--- config.mk ---
export PLATFORM = sky130hd
export DESIGN_NAME = rr_resource_arbiter
export DESIGN_NICKNAME = d
export VERILOG_FILES = /design/src/rtl/arb_pkg.sv /design/src/rtl/rr_pick.sv /design/src/rtl/rr_resource_arbiter.sv
export SDC_FILE = /design/constraint.sdc
export NUM_CORES = 1
export LEC_CHECK = 0
export ABC_AREA = 1
export CORE_UTILIZATION = 50
export CTS_CLUSTER_SIZE = 28
export DETAILED_ROUTE_END_ITERATION = 8
export PLACE_DENSITY = 0.72
export SLEW_MARGIN = 15
export SYNTH_ARGS = -nofsm -noshare
export SYNTH_HDL_FRONTEND = slang
export SYNTH_SLANG_ARGS = --single-unit
--- constraint.sdc ---
create_clock -name clk -period 2.25 [get_ports clk]
set_clock_uncertainty 0.15 [all_clocks]
set_input_delay 0.45 -clock clk [delete_from_list [all_inputs] [get_ports clk]]
set_output_delay 0.45 -clock clk [all_outputs]
set_load 0.05 [all_outputs]
--- src/rtl/arb_pkg.sv ---
// Shared types and helpers for the round-robin resource arbiter.
// Imported by the arbiter top and any arbiter reusing rr_pick.
package arb_pkg;

    localparam int MAX_REQ = 16;

    typedef enum logic [1:0] {
        ARB_IDLE,
        ARB_GRANT,
        ARB_RELEASE
    } arb_state_e;

    function automatic logic [3:0] onehot_to_idx(
        input logic [MAX_REQ-1:0] oh
    );
        logic [3:0] idx;
        idx = '0;
        for (int i = 0; i < MAX_REQ; i++) begin
            if (oh[i]) idx = 4'(i);
        end
        return idx;
    endfunction

endpackage

--- src/rtl/rr_pick.sv ---
// Rotating-priority picker: first set request at or after ptr,
// wrapping from N_REQ-1 back to 0. Purely combinational.
module rr_pick #(
    parameter int N_REQ = 4,
    parameter int IDX_W = $clog2(N_REQ)
) (
    input  logic [N_REQ-1:0] req,
    input  logic [IDX_W-1:0] ptr,
    output logic [IDX_W-1:0] winner,
    output logic             any_req
);

    // Scan from the farthest offset down so the nearest request wins.
    always_comb begin
        int sum;
        logic [IDX_W-1:0] j;
        sum     = 0;
        j       = '0;
        winner  = '0;
        any_req = |req;
        for (int i = N_REQ - 1; i >= 0; i--) begin
            sum = int'(ptr) + i;
            if (sum >= N_REQ) sum = sum - N_REQ;
            j = IDX_W'(sum);
            if (req[j]) winner = j;
        end
    end

endmodule

--- src/rtl/rr_resource_arbiter.sv ---
// Round-robin owner of a single-ported resource: one grant at a time,
// held until done, abandon, or hold timeout; one bubble after release.
module rr_resource_arbiter
    import arb_pkg::*;
#(
    parameter int N_REQ    = 4,
    parameter int MAX_HOLD = 8
) (
    input  logic                     clk,
    input  logic                     rst_n,
    input  logic [N_REQ-1:0]         req_i,
    input  logic                     done_i,
    output logic [N_REQ-1:0]         gnt_o,
    output logic [$clog2(N_REQ)-1:0] gnt_idx_o,
    output logic                     busy_o,
    output logic                     timeout_o
);

    localparam int IDX_W = $clog2(N_REQ);
    localparam int HW    = $clog2(MAX_HOLD) + 1;
    localparam logic [HW-1:0]    HOLD_LAST = HW'(MAX_HOLD - 1);
    localparam logic [IDX_W-1:0] PTR_LAST  = IDX_W'(N_REQ - 1);

    arb_state_e       state_q, state_d;
    logic [N_REQ-1:0] gnt_q, gnt_d;
    logic [IDX_W-1:0] idx_q, idx_d;
    logic [IDX_W-1:0] ptr_q, ptr_d;
    logic [HW-1:0]    hold_q, hold_d;
    logic             tmo_q, tmo_d;
    logic [IDX_W-1:0] pick_idx;
    logic             pick_any;

    rr_pick #(
        .N_REQ (N_REQ),
        .IDX_W (IDX_W)
    ) u_pick (
        .req     (req_i),
        .ptr     (ptr_q),
        .winner  (pick_idx),
        .any_req (pick_any)
    );

    // Next-state and next-output decode; illegal states fall back to idle.
    always_comb begin
        state_d = state_q;
        gnt_d   = gnt_q;
        idx_d   = idx_q;
        ptr_d   = ptr_q;
        hold_d  = hold_q;
        tmo_d   = 1'b0;
        unique case (state_q)
            ARB_IDLE: begin
                if (pick_any) begin
                    state_d = ARB_GRANT;
                    gnt_d   = N_REQ'(1) << pick_idx;
                    idx_d   = IDX_W'(onehot_to_idx(MAX_REQ'(gnt_d)));
                    ptr_d   = (pick_idx == PTR_LAST) ? '0
                                                     : pick_idx + 1'b1;
                    hold_d  = '0;
                end
            end
            ARB_GRANT: begin
                hold_d = (hold_q == '1) ? hold_q : hold_q + 1'b1;
                if (done_i || !(|(req_i & gnt_q))) begin
                    state_d = ARB_RELEASE;
                    gnt_d   = '0;
                end else if (hold_q == HOLD_LAST) begin
                    state_d = ARB_RELEASE;
                    gnt_d   = '0;
                    tmo_d   = 1'b1;
                end
            end
            ARB_RELEASE: begin
                state_d = ARB_IDLE;
                gnt_d   = '0;
            end
            default: begin
                state_d = ARB_IDLE;
                gnt_d   = '0;
                idx_d   = '0;
                ptr_d   = '0;
                hold_d  = '0;
                tmo_d   = 1'b0;
            end
        endcase
    end

    // State and registered outputs; reset drops any grant silently.
    always_ff @(posedge clk) begin
        if (!rst_n) begin
            state_q <= ARB_IDLE;
            gnt_q   <= '0;
            idx_q   <= '0;
            ptr_q   <= '0;
            hold_q  <= '0;
            tmo_q   <= 1'b0;
        end else begin
            state_q <= state_d;
            gnt_q   <= gnt_d;
            idx_q   <= idx_d;
            ptr_q   <= ptr_d;
            hold_q  <= hold_d;
            tmo_q   <= tmo_d;
        end
    end

    assign gnt_o     = gnt_q;
    assign gnt_idx_o = idx_q;
    assign busy_o    = (state_q == ARB_GRANT);
    assign timeout_o = tmo_q;

endmodule
==> metrics <==
status=finished, final reports clean; WS Path Type=reg -> out; Slew Limit Headroom=0.6680; Critical Path End Type=output pin; total congestion overflow=0; DRC violations left=0; count leader, synth=nand2_1; Synth Cell Area=991.0 um^2; vias per inst=5.084; Nets=181; # setup viols final=0; Hold Crit Depth=2; Routability Congestion=0.8770; fmax=475.0 MHz; largest net degree at the start of global routing=11; Netlist cell types=25; PwrDens=around 1200 nW/um^2; DRT antenna net count=0; final wirelength=just over 2000 um; DR WL/cell=approximately 11 um; GRT Overall Usage=0.2093; clk root buf=clkbuf_4; Die Height=46.52 um; total CTS buffers=3; worst-case clock buffer depth=2; dpl ws=-0.1146 ns; number of flops mapped to enable cells by yosys=0; first-pass GRT wire length=3277 um; unrepaired setup endpoints after global routing=false; Synth area leaders=dfxtp_1 30%, ha_1 10%, nand2_1 9.8%; top post-synthesis cells by count=26 x nand2_1, 19 x inv_1, 15 x dfxtp_1, 13 x nand3_1; clk_lat worst skew=0.29 ns; die width=46.52 um; worst hold slack=0.3234 ns; fin crit period=about 2.1 ns; clock sink total=15; main combinational cell family by area after synthesis=simple AND/OR/NAND/NOR gates; clock slew at reported path FFs=about 0.09 ns; ys flop type=dfxtp_1; critical path's slowest cell=clkdlybuf4s50_1; Inst Count DP=186; ys async rst share=0; HPWL Detailed=1549 um; Max VDD drop=0.8531 mV; CP top delay family=buffers and inverters; initial antenna violation count=0; Hold Vio Cnt, Final=0; DR vias=966; full die area=2164 um^2; Core Region=1783 um^2; Synth top area share=0.3030; I/O Buffers=14; startpoint types=register; area leader, netlist=dfxtp_1; n_diodes=0; simple-gate share of the synthesized area=0.3801; Synth Area in Adders=0.1010; worst path cell trace=clkdlybuf4s50_1; Buf+Inv Stages, Crit Path=1; synthesized net count=between 150 and 200; 1st-iter DRT viols=13; critical path arrival=1.51 ns; sequential area share after synthesis=0.3030; Max stage delay on crit path=0.83 ns; post-synthesis mux area share=0; Setup TNS=0 ns; max_cap viols=0; htree depth=1; layout cell share with drive strength beyond 1=0.2182; Req. time, crit path=1.65 ns; number of fill cells=167; xor/xnor share of the synthesized area=0; Finished Layout Cells=190; worst slew pin tran=0.4965 ns; Compound-Gate Fraction of Synth Area=0.1098; mean post-synth cell area=7.078 um^2; Final WS setup=0.1448 ns; Hold Crit Class=reg -> reg; final period utilization=0.9356; Final Slew Violations=0; vias in the first global route=between 800 and 900; row count=15; worst reg2reg path depth=11; hold buffers post-CTS=0; Pleak=approximately 0.56 nW; CTS tree=done; CP Max Fanout=3; Synth-to-Final Area Change=25.00%; Syn. warnings=0; Reg2Reg Setup Slack=about 0.24 ns; Yosys reg bits=15; Syn Inst Count=140; number of cells on the critical path=1; Initial Util=0.5558; Setup Fix Bufs, Post-CTS=0; # IOs=15; drt first pass iters=4; post-cts sizing count=0
## final cells by class
cell class / instances / area [um^2] / area share
multi-input cells: 100 / 585.6 / 0.4727
repair buffers: 23 / 205.2 / 0.1657
clock buffers: 3 / 22.52 / 0.01818
inverters: 23 / 88.84 / 0.07172
clock inverters: 1 / 5.005 / 0.004040
flip-flops and latches: 15 / 300.3 / 0.2424
well taps: 25 / 31.28 / 0.02525
## registers in the layout, indices dropped and copies added, names as in the netlist
name / cells
timeout_o: 1
state_q: 2
hold_q: 4
ptr_q: 2
gnt_idx_o: 2
gnt_o: 4
## report_power, final
part | total (mW) | switching, mW | internal (mW)
combinational | 0.856 | 0.514 | 0.342
sequential | 0.408 | 0.0794 | 0.329
clock | 0.162 | 0.0961 | 0.0660
total | 1.43 | 0.690 | 0.737
## metrics by stage
stage	utilization	total power, mW	cell area, um^2
detailed placement	0.6793	1.265	1211
finish	0.6947	1.427	1239
floorplan	-	1.054	991.0
global route	0.6947	1.535	1239
global placement	0.6793	1.259	1211
CTS	0.6947	1.429	1239
## layout by cell type, fill, tap and decap left out, types with 3 or more instances in the layout
cell type	count
nand2_1	26
inv_1	19
dfxtp_1	15
nand3_1	13
clkdlybuf4s50_1	13
nand2_2	11
a21oi_1	11
buf_4	10
ha_1	8
nand4_1	7
nor2_1	6
o21ai_0	4
o21ai_1	3
clkbuf_4	3
## metal layers
layer,vias up,wire length [um],global-route usage
met4,0,13,0.07059
li1,507,-,-
met1,442,1108,0.2834
met5,-,0,0
met2,15,883,0.3306
met3,2,66,0.03529
## worst paths after layout
| path | from | end |
|---|---|---|
| max | gnt_o[3] | gnt_o[3] |
| min reg2reg | gnt_idx_o[1] | gnt_idx_o[1] |
| max reg2reg | ptr_q[0] | gnt_idx_o[1] |
| min | gnt_idx_o[1] | gnt_idx_o[1] |
## cells by family after synthesis
kind of cell,after synthesis
simple gates,72
compound gates,20
flops,15
fa+ha+maj,8
buf+inv,25
(Power assumes the default switching activity.)
